===== src/rtl/regfile_op_sequencer_if.sv =====
// Command, register-file and response signals of regfile_op_sequencer, grouped into one bundle.
// Handshake: a command is accepted on a rising clk edge where cmd_valid && cmd_ready; cmd_* are don't-care otherwise.
interface regfile_op_sequencer_if #(
   parameter int AW = 5,
   parameter int N  = 32
);
   logic          cmd_valid;
   logic          cmd_ready;
   logic [2:0]    cmd_op;
   logic [AW-1:0] cmd_rd;
   logic [AW-1:0] cmd_rs1;
   logic [AW-1:0] cmd_rs2;
   logic [AW-1:0] rf_r1;
   logic [AW-1:0] rf_r2;
   logic [N-1:0]  rf_q1;
   logic [N-1:0]  rf_q2;
   logic          rf_we;
   logic [AW-1:0] rf_rw;
   logic [N-1:0]  rf_data_in;
   logic          rsp_valid;
   logic [N-1:0]  rsp_data;

   // master: the sequencer itself; slave: command source plus register file
   modport master (
      input  cmd_valid, cmd_op, cmd_rd, cmd_rs1, cmd_rs2, rf_q1, rf_q2,
      output cmd_ready, rf_r1, rf_r2, rf_we, rf_rw, rf_data_in, rsp_valid, rsp_data
   );
   modport slave (
      output cmd_valid, cmd_op, cmd_rd, cmd_rs1, cmd_rs2, rf_q1, rf_q2,
      input  cmd_ready, rf_r1, rf_r2, rf_we, rf_rw, rf_data_in, rsp_valid, rsp_data
   );
endinterface


===== src/rtl/regfile_op_sequencer.sv =====
// Reads two operands from a registered-read register file, applies an ALU op and writes rd back.
// Optional macro ZERO_REG_EN: register 0 reads as zero and is never written.
module regfile_op_sequencer #(
   parameter int M = 32,
   parameter int N = 32
) (
   input  logic                   clk,
   input  logic                   rst_n,
   regfile_op_sequencer_if.master bus,
   output logic [1:0]             o_dbg_state
);
   localparam int AW = $clog2(M);
   localparam int SW = $clog2(N);

   typedef enum logic [1:0] {
      S_IDLE = 2'd0,
      S_RD   = 2'd1,
      S_WB   = 2'd2
   } state_t;

   state_t        r_state;
   logic          r_cmd_ready;
   logic          r_we;
   logic          r_rsp_valid;
   logic [2:0]    r_op;
   logic [AW-1:0] r_rd;
   logic [AW-1:0] r_rs1;
   logic [AW-1:0] r_rs2;

   logic [N-1:0]  w_a;
   logic [N-1:0]  w_b;
   logic [SW-1:0] w_sh;
   logic [N-1:0]  w_result;
   logic          w_wb_we;

`ifdef ZERO_REG_EN
   assign w_a     = (r_rs1 == '0) ? '0 : bus.rf_q1;
   assign w_b     = (r_rs2 == '0) ? '0 : bus.rf_q2;
   assign w_wb_we = (r_rd != '0);
`else
   assign w_a     = bus.rf_q1;
   assign w_b     = bus.rf_q2;
   assign w_wb_we = 1'b1;
`endif

   assign w_sh = w_b[SW-1:0];

   always_comb begin
      w_result = '0;
      case (r_op)
         3'd0:    w_result = w_a + w_b;
         3'd1:    w_result = w_a - w_b;
         3'd2:    w_result = w_a & w_b;
         3'd3:    w_result = w_a | w_b;
         3'd4:    w_result = w_a ^ w_b;
         3'd5:    w_result = w_a << w_sh;
         3'd6:    w_result = w_a >> w_sh;
         default: w_result = w_a;
      endcase
   end

   // Strobes are registered so an async reset removes them at once.
   always_ff @(posedge clk or negedge rst_n) begin
      if (!rst_n) begin
         r_state     <= S_IDLE;
         r_cmd_ready <= 1'b1;
         r_we        <= 1'b0;
         r_rsp_valid <= 1'b0;
         r_op        <= '0;
         r_rd        <= '0;
         r_rs1       <= '0;
         r_rs2       <= '0;
      end else begin
         case (r_state)
            S_IDLE: begin
               if (bus.cmd_valid && r_cmd_ready) begin
                  r_op        <= bus.cmd_op;
                  r_rd        <= bus.cmd_rd;
                  r_rs1       <= bus.cmd_rs1;
                  r_rs2       <= bus.cmd_rs2;
                  r_cmd_ready <= 1'b0;
                  r_state     <= S_RD;
               end
            end
            S_RD: begin
               r_we        <= w_wb_we;
               r_rsp_valid <= 1'b1;
               r_state     <= S_WB;
            end
            S_WB: begin
               r_we        <= 1'b0;
               r_rsp_valid <= 1'b0;
               r_cmd_ready <= 1'b1;
               r_state     <= S_IDLE;
            end
            default: begin
               r_we        <= 1'b0;
               r_rsp_valid <= 1'b0;
               r_cmd_ready <= 1'b1;
               r_state     <= S_IDLE;
            end
         endcase
      end
   end

   assign bus.cmd_ready  = r_cmd_ready;
   assign bus.rf_r1      = r_rs1;
   assign bus.rf_r2      = r_rs2;
   assign bus.rf_rw      = r_rd;
   assign bus.rf_we      = r_we;
   assign bus.rsp_valid  = r_rsp_valid;
   assign bus.rsp_data   = r_rsp_valid ? w_result : '0;
   assign bus.rf_data_in = r_rsp_valid ? w_result : '0;
   assign o_dbg_state    = r_state;
endmodule


===== src/flat_wrapper.sv =====
// flat-port wrapper written by rule: the top's interface ports become plain ports
module regfile_op_sequencer_flat 
#(
   parameter int M = 32,
   parameter int N = 32
)
  (clk, rst_n, o_dbg_state, bus_cmd_valid, bus_cmd_op, bus_cmd_rd, bus_cmd_rs1, bus_cmd_rs2, bus_rf_q1, bus_rf_q2, bus_cmd_ready, bus_rf_r1, bus_rf_r2, bus_rf_we, bus_rf_rw, bus_rf_data_in, bus_rsp_valid, bus_rsp_data);
  regfile_op_sequencer_if #(.AW(5), .N(N)) bus_i ();
  input  logic clk;
  input  logic rst_n;
  output logic [1:0] o_dbg_state;
  input wire logic [$bits(bus_i.cmd_valid)-1:0] bus_cmd_valid;
  input wire logic [$bits(bus_i.cmd_op)-1:0] bus_cmd_op;
  input wire logic [$bits(bus_i.cmd_rd)-1:0] bus_cmd_rd;
  input wire logic [$bits(bus_i.cmd_rs1)-1:0] bus_cmd_rs1;
  input wire logic [$bits(bus_i.cmd_rs2)-1:0] bus_cmd_rs2;
  input wire logic [$bits(bus_i.rf_q1)-1:0] bus_rf_q1;
  input wire logic [$bits(bus_i.rf_q2)-1:0] bus_rf_q2;
  output wire logic [$bits(bus_i.cmd_ready)-1:0] bus_cmd_ready;
  output wire logic [$bits(bus_i.rf_r1)-1:0] bus_rf_r1;
  output wire logic [$bits(bus_i.rf_r2)-1:0] bus_rf_r2;
  output wire logic [$bits(bus_i.rf_we)-1:0] bus_rf_we;
  output wire logic [$bits(bus_i.rf_rw)-1:0] bus_rf_rw;
  output wire logic [$bits(bus_i.rf_data_in)-1:0] bus_rf_data_in;
  output wire logic [$bits(bus_i.rsp_valid)-1:0] bus_rsp_valid;
  output wire logic [$bits(bus_i.rsp_data)-1:0] bus_rsp_data;
  assign bus_i.cmd_valid = bus_cmd_valid;
  assign bus_i.cmd_op = bus_cmd_op;
  assign bus_i.cmd_rd = bus_cmd_rd;
  assign bus_i.cmd_rs1 = bus_cmd_rs1;
  assign bus_i.cmd_rs2 = bus_cmd_rs2;
  assign bus_i.rf_q1 = bus_rf_q1;
  assign bus_i.rf_q2 = bus_rf_q2;
  assign bus_cmd_ready = bus_i.cmd_ready;
  assign bus_rf_r1 = bus_i.rf_r1;
  assign bus_rf_r2 = bus_i.rf_r2;
  assign bus_rf_we = bus_i.rf_we;
  assign bus_rf_rw = bus_i.rf_rw;
  assign bus_rf_data_in = bus_i.rf_data_in;
  assign bus_rsp_valid = bus_i.rsp_valid;
  assign bus_rsp_data = bus_i.rsp_data;
  regfile_op_sequencer #(.M(M), .N(N)) u_core (.clk(clk), .rst_n(rst_n), .bus(bus_i), .o_dbg_state(o_dbg_state));
endmodule

===== config.mk =====
export PLATFORM = sky130hd
export DESIGN_NAME = regfile_op_sequencer_flat
export DESIGN_NICKNAME = d
export VERILOG_FILES = /design/src/rtl/regfile_op_sequencer_if.sv /design/src/rtl/regfile_op_sequencer.sv /design/src/flat_wrapper.sv
export SDC_FILE = /design/constraint.sdc
export NUM_CORES = 1
export LEC_CHECK = 0
export CAP_MARGIN = 5
export CORE_MARGIN = 1.5
export CORE_UTILIZATION = 41
export DETAILED_ROUTE_END_ITERATION = 8
export DONT_BUFFER_PORTS = 1
export PLACE_DENSITY_LB_ADDON = 0.12
export SYNTH_ARGS = -nofsm -noshare
export SYNTH_HDL_FRONTEND = slang
export SYNTH_SLANG_ARGS = --single-unit

===== constraint.sdc =====
create_clock -name clk -period 11.4 [get_ports clk]
set_clock_uncertainty 0.1 [all_clocks]
set_input_delay 2.28 -clock clk [delete_from_list [all_inputs] [get_ports clk]]
set_output_delay 2.28 -clock clk [all_outputs]
set_load 0.005 [all_outputs]

* Word-level counts from Yosys, hierarchy flattened *
Cells that the tools add are included.

storage, ports and cells
  input bits = 85
  latch bits = 0
  bits in read-only memories = 0
  register bits = 22
  bits in writable memories = 0
  memories = 0

operators by class
  divide/modulo/power cells = 0
  equality and inequality tests = 8
  muxes and demuxes = 7
  shift-type cells = 2
  $lt $le $gt $ge = 0
  reduce and logical (&&, ||, !) cells = 5
  multiply operators = 0
  bitwise gates (word level) = 4
  add/subtract/negate cells = 2

operators with widths
  cell                                                   number
  one-hot mux 32 bit (7 select lines)                    1
  adder 32 bit                                           1
  AND 32 bit                                             1
  2-to-1 mux 32 bit                                      1
  bitwise OR 32 bit                                      1
  << shifter 32 x 5 -> 32 bit                            1
  right shift 32 x 5 -> 32 bit                           1
  subtractor 32 bit                                      1
  XOR 32 bit                                             1
  == test 3 bit, second input constant                   3
  == test 3 x 2 -> 1 bit, second input constant          2
  one-hot mux 1 bit (2 select lines)                     2
  one-hot mux 2 bit (2 select lines)                     1
  AND reduction 2 bit                                    2
  == test 3 x 1 -> 1 bit, second input constant          1
  logical NOT 3 bit                                      1
  == test 2 x 1 -> 1 bit, second input constant          1
  logical NOT 2 bit                                      1
  2-to-1 mux 2 bit                                       1
  inequality test 2 x 1 -> 1 bit, second input constant  1
  logical AND 1 bit                                      1
  2-to-1 mux 1 bit                                       1
  NOT 1 bit                                              1

* Depth between registers and ports, before layout *
Gate-level depths: netlist (run 1).

  depth in word-level cells = 3
  gate-level depth with buffers = 23

* Worst setup path after synthesis (run 1) *
No wires, ideal clock.

  kind = input port to output port
  start = in bus_rf_q2[0]
  end = out bus_rsp_data[29]
  data arrival time = 6581 ps
  path buffers = 4
  setup slack = 2439 ps
  stages on the path = 20
  cells stage by stage = buf_2 > inv_1 > buf_1 > clkbuf_1 > ha_1 > inv_1 > nor4_1 > a31oi_1 > xnor2_1 > ha_1 > and3_1 > a31oi_1 > o21ai_0 > a41o_1 > a221oi_1 > o21bai_1 > a31oi_1 > xor2_1 > o21ai_0 > buf_4

between the ends
  word-level cells in the longest chain between the ends = 3

RTL lines
  item                                       line                        RTL
  start, declared                            flat_wrapper.sv:18          input wire logic [$bits(bus_i.rf_q2)-1:0] bus_rf_q2;
  subtractor 32 bit (tied with other cells)  regfile_op_sequencer.sv:52  3'd1: w_result = w_a - w_b;
  one-hot mux 32 bit (7 select lines) *      regfile_op_sequencer.sv:50  case (r_op)
  2-to-1 mux 32 bit *                        -
  end, declared                              flat_wrapper.sv:26          output wire logic [$bits(bus_i.rsp_data)-1:0] bus_rsp_data;

Every way passes the cells marked *; elsewhere a longest branch is shown, timed or not.

* Final worst setup path (run 1) *
  start = in bus_rf_q2[1]
  end = out bus_rsp_data[22]

Same word-level chain as after synthesis.

==> results of run 1 <==
==> stage by stage <==
step	utilization	cells	power [W]	cell area [um^2]
floorplan	-	1280	0.00131	8870
global placement	0.414	1446	0.00156	8760
detailed placement	0.414	1446	0.00156	8760
CTS	0.419	1450	0.00167	8860
global route	0.419	1450	0.00183	8860
finish	0.419	1450	0.00170	8860
==> how the worst min path moves through the flow <==
stage,end,cells past startpoint
2_1_floorplan,u_core.bus.cmd_ready$_DFFE_PN1P_,2
3_3_place_gp,u_core.bus.cmd_ready$_DFFE_PN1P_,2
3_5_place_dp,u_core.bus.cmd_ready$_DFFE_PN1P_,2
4_1_cts,u_core.bus.cmd_ready$_DFFE_PN1P_,2
5_1_grt,u_core.bus.cmd_ready$_DFFE_PN1P_,2
6_report,u_core.bus.cmd_ready$_DFFE_PN1P_,2
==> power groups by stage <==
stage | Clock, W | Combinational, W | Sequential (W)
finish | 0.0000952 | 0.00145 | 0.000154
global route | 0.000100 | 0.00157 | 0.000159
floorplan | 0 | 0.00117 | 0.000144
global placement | 0 | 0.00141 | 0.000156
CTS | 0.0000972 | 0.00141 | 0.000155
detailed placement | 0 | 0.00141 | 0.000155
==> final cells by class <==
class,count,share of cell area
inverters,80,0.0339
flip-flops and latches,22,0.0623
clock buffers,3,0.00847
well taps,275,0.0388
multi-input cells,1052,0.839
clock inverters,1,0.00339
repair buffers,17,0.0144
==> synthesized netlist by cell type (all sizes together), types with 14 or more instances <==
cell type,n
o211ai,14
o22ai,15
mux2,29
nand2b,14
a21oi,144
a22oi,16
o21ai,136
a21o,18
mux4,23
nand3,17
ha,97
nand2,117
a211oi,19
xnor2,44
mux2i,42
clkbuf,73
nor2,114
buf,53
inv,80
nor3,22
dfrtp,21
a31oi,27
==> state kept, by name, summed over array words and instances (netlist names) <==
register	cells
u_core.bus.rf_we	1
u_core.o_dbg_state	2
u_core.bus.rf_rw	5
u_core.bus.cmd_ready	1
u_core.r_op	3
u_core.bus.rf_r1	5
u_core.bus.rf_r2	5
==> worst max-delay path, cell delays in order <==
cell	delay, ns
inv_1	0.32
ha_1	0.28
inv_1	0.07
nor4_1	0.68
a31oi_1	0.20
xnor2_1	0.16
ha_1	0.36
a21o_1	0.22
nand2_1	0.08
nand2_1	0.09
o41ai_1	0.67
o21ai_1	0.34
xor2_1	0.22
nand2_1	0.07
a21boi_0	0.87
==> logic make-up (layout without fill, tap and decap cells) <==
family                   after synthesis  after routing  share of synthesized area
XOR/XNOR                              51             51                     0.0503
adder cells (fa/ha/maj)               98             98                      0.139
flip-flops                            22             22                     0.0622
buffers and inverters                206            101                      0.103
multiplexers                          94             94                      0.143
AND/OR/NAND/NOR                      331            331                      0.169
AO/OA/AOI/OAI                        478            478                      0.334
==> per-layer routing <==
metal | vias to the layer above | wire length (um)
li1 | 4458 | -
met1 | 4695 | 16900
met2 | 600 | 16100
met3 | 53 | 4010
met4 | 0 | 813
met5 | - | 0
==> results.yml, run 1 <==
status:
  outcome: "complete, no violations"
logic_synthesis:
  synthFlopType: "dfrtp_1"
  yosysUniqueCellTypes: 71
  yosysWarningCount: 0
  netlist_instances: 1280
  ys_top_cells_by_area: "ha_1 14%, a21oi_1 8.1%, o21ai_0 7.6%"
  synth-seq-cells: 22
  async_reset_ff_frac: 1.00
  yosys.area.top_type: "ha_1"
  syn_area_per_cell_um2: 6.93
  netlist_area_mm2: 0.00887
  synth_edf_count: 0
  syn-num-nets: 1463
  yosys.area.top_type_share: 0.137
  yosysSeqAreaShare: 0.0622
final_layout:
  nFillCells: 2255
  final_common_cell: "a21oi_1"
  seqCellArea_um2: 552
  layout-drive-gt1-share: 0.0774
  mostFrequentLayoutCells: "144 x a21oi_1, 135 x o21ai_0, 117 x nand2_1"
  n_antenna_cell: 0
  synthToLayoutAreaGrowth_pct: -0.141
  final_nets: 1359
  multiInputGateArea_mm2: 0.00743
timing:
  min_period_ns: 9.37
  worstMarginPinSlew_ns: 1.08
  fin_crit_sh: 0.822
  finalHoldViolCount: 0
  drv_slew: 0
  relSlewSlack: 0.272
  holdWs_ns: 0.411
  setup_viol: 0
  fin_ws_ns: 2.03
  final.setup.tns_ns: 0
  rsz0062_at_grt: "false"
  max_freq_mhz: 107
floorplan:
  initial_utilization: 0.419
  die_height_um: 150
  num_rows: 53
  die_w_um: 150
  die_area_mm2: 0.0225
  io_pins: 169
  core-area_mm2: 0.0212
critical_path:
  cp-startpoint: "bus_rf_q2[1]"
  cp_data_arrival_time_ns: 6.99
  cp-endpoint: "bus_rsp_data[22]"
  reg2reg_from: "u_core.bus.cmd_ready$_DFFE_PN1P_"
  cp-end-kind: "primary output"
  rr_worst_depth: 4
  reg2reg_to: "u_core.bus.rf_r2[2]$_DFFE_PN0P_"
  required_ns: 9.02
  path_max_fanout: 103
  reg2reg_slack_ns: 9.52
  critPathLaunchType: "input port"
  crit_type: "input port to primary output"
detailed_routing:
  drt-total-wl_um: 37900
  wl_per_cell_um: 26.1
  drc_errors: 0
  dr.pass1.iters: 8
  drt_iter0_markers: 1293
  ant_nets: 0
  vias: 9806
  via_per_inst: 6.76
grt:
  antenna_found_initial: 0
  grt_max_degree: 104
  met1_usage: 0.504
  grt_pass1_wl_um: 57000
  gr-total-overflow: 0
  use_met2: 0.490
  grt_usage: 0.330
  grt_util_met3: 0.0433
  grt.busiest_layer: "met1"
  grt_pass1_vias: 8980
clocking:
  cts_buffers: 3
  clock-sinks: 22
  clk_path_buf_depth: 2
  cts.repair.resized: 0
  cts_root_buf: "clkbuf_16"
  cts_max_level: 1
  post-cts-setup-buffers: 0
  hold_buffers: 0
  cts_tree: "yes"
  clk_latency_ns: 0.25
  path_clk_slew_ns: 0.05
placed_design:
  place_congestion: 0.991
  io_buffers: 0
  dp_slack_ns: 2.25
  place_hpwl_um: 28900
power_and_ir_drop:
  powerDensity_mw_per_mm2: 191
  power_frac_seq: 0.091
  p_sw_w: 0.000984
  switching_share: 0.581
  clockPowerShare: 0.056
  combPwrFrac: 0.853
  p_leak_nw: 3.79
  p_int_w: 0.000711
  worst_ir_drop_vdd_mv: 0.199
flow_run:
  max_cap_viol_count: 0
worst_hold_path:
  min-delay-start: "u_core.bus.cmd_ready$_DFFE_PN1P_"
  min_path_type: "register to register"
Power figures use the tool's default switching activity.
==> run 2, diff against run 1 <==
Clock period 11.4 ns to 9.1 ns, I/O delays scaled along.
==> results.yml, run 2 (same netlist as run 1, synthesis figures left out) <==
timing:
  drv_slew: 0
  worstMarginPinSlew_ns: 1.02
  fin_ws_ns: 0.878
  final.setup.tns_ns: 0
  setup_viol: 0
  finalHoldViolCount: 0
  max_freq_mhz: 122
  rsz0062_at_grt: "false"
  min_period_ns: 8.22
  fin_crit_sh: 0.904
  relSlewSlack: 0.315
flow_run:
  max_cap_viol_count: 0
power_and_ir_drop:
  p_sw_w: 0.00123
  power_frac_seq: 0.098
  switching_share: 0.578
  combPwrFrac: 0.845
  p_leak_nw: 3.80
  p_int_w: 0.000899
  powerDensity_mw_per_mm2: 240
  clockPowerShare: 0.057
  worst_ir_drop_vdd_mv: 0.232
clocking:
  clock-sinks: 22
  post-cts-setup-buffers: 0
  cts_buffers: 3
  path_clk_slew_ns: 0.06
  clk_path_buf_depth: 2
  cts_root_buf: "clkbuf_16"
  cts.repair.resized: 0
  cts_max_level: 1
  hold_buffers: 0
  clk_latency_ns: 0.25
  cts_tree: "yes"
grt:
  grt_max_degree: 104
  grt_pass1_wl_um: 57300
  grt_usage: 0.334
  grt_pass1_vias: 9003
  gr-total-overflow: 0
  antenna_found_initial: 0
floorplan:
  core-area_mm2: 0.0212
  initial_utilization: 0.419
  die_w_um: 150
  num_rows: 53
  io_pins: 169
  die_area_mm2: 0.0225
  die_height_um: 150
detailed_routing:
  via_per_inst: 6.70
  ant_nets: 0
  drt-total-wl_um: 38000
  vias: 9727
  wl_per_cell_um: 26.2
  drc_errors: 0
  drt_iter0_markers: 1194
  dr.pass1.iters: 7
placed_design:
  dpl.cell_count: 1448
  place_hpwl_um: 29400
  io_buffers: 0
  placed_cell_area_mm2: 0.00877
  dp_slack_ns: 0.968
  place_congestion: 1.04
critical_path:
  required_ns: 7.18
  rr_worst_depth: 3
  cp-end-kind: "primary output"
  path_max_fanout: 81
  reg2reg_to: "u_core.r_op[2]$_DFFE_PN0P_"
  reg2reg_from: "u_core.r_op[2]$_DFFE_PN0P_"
  cp_data_arrival_time_ns: 6.30
  cp-startpoint: "bus_rf_q2[2]"
  crit_type: "input port to primary output"
  critPathLaunchType: "input port"
  reg2reg_slack_ns: 7.52
final_layout:
  final_common_cell: "a21oi_1"
  n_antenna_cell: 0
  mostFrequentLayoutCells: "144 x a21oi_1, 135 x o21ai_0, 117 x nand2_1"
  synthToLayoutAreaGrowth_pct: 0.0282
  utilization: 0.420
  final_nets: 1361
  layout-drive-gt1-share: 0.0790
  stdcell_count: 1452
  fin_area_mm2: 0.00888
worst_hold_path:
  min-delay-start: "u_core.bus.cmd_ready$_DFFE_PN1P_"
  min_path_type: "register to register"
  whs_endpoint: "u_core.bus.cmd_ready$_DFFE_PN1P_"
  min_path_cells: 2
status:
  outcome: "complete, no violations"
-- run 2: cell types whose count changed in the layout (fill, tap and decap cells not counted) --
cell   previous run  this run
buf_4            17        19
-- run 2: critical path, cell delays in order --
cell and delay, ns:
or4_4 0.57, nor4_1 0.60, a31oi_1 0.21, xnor2_1 0.16, ha_1 0.36, a21o_1 0.22
nand2_1 0.08, nand2_1 0.09, o41ai_1 0.66, o21ai_1 0.34, o21ai_0 0.51, o21ai_0 0.26
a21bo_2 0.26, o211ai_1 0.14
-- run 2: per-layer routing --
layer	routed length [um]	vias to the layer above	global-route usage	part of all wire
met5	0	-	0	0
met1	17500	4694	0.511	0.46
met2	16100	540	0.497	0.42
met4	601	0	0.0583	0.016
li1	-	4454	-	-
met3	3720	39	0.0442	0.098
-- run 2: cell type report --
cell class                      instances  area (um^2)
Timing Repair Buffer                   19          143
Sequential cell                        22          552
Multi-Input combinational cell       1052         7430
Clock inverter                          1         30.0
Fill cell                            2275        12300
Tap cell                              275          344
Clock buffer                            3         75.1
Inverter                               80          300
-- run 2: how the worst max path moves through the flow --
stage	endpoint	slack [ns]	cells past startpoint
CTS	bus_rsp_data[30]	0.94	14
finish	bus_rf_data_in[30]	0.88	14
global route	bus_rf_data_in[31]	0.66	14
detailed placement	bus_rsp_data[30]	0.97	14
global placement	bus_rsp_data[22]	0.94	14
floorplan	bus_rsp_data[29]	1.06	20
-- run 2: power by group through the flow --
stage	registers, W	logic (W)	clock network, W
after floorplan	0.000180	0.00146	0
after global placement	0.000212	0.00176	0
after detailed placement	0.000210	0.00176	0
after CTS	0.000210	0.00177	0.000124
after global routing	0.000218	0.00197	0.000127
final	0.000209	0.00180	0.000122
-- run 2: metrics by stage --
| stage | power (W) | hold WS, ns |
|---|---|---|
| global route | 0.00232 | 0.426 |
| CTS | 0.00210 | 0.405 |
| floorplan | 0.00164 | 0.380 |
| finish | 0.00213 | 0.403 |
| global placement | 0.00198 | 0.392 |
| detailed placement | 0.00197 | 0.395 |
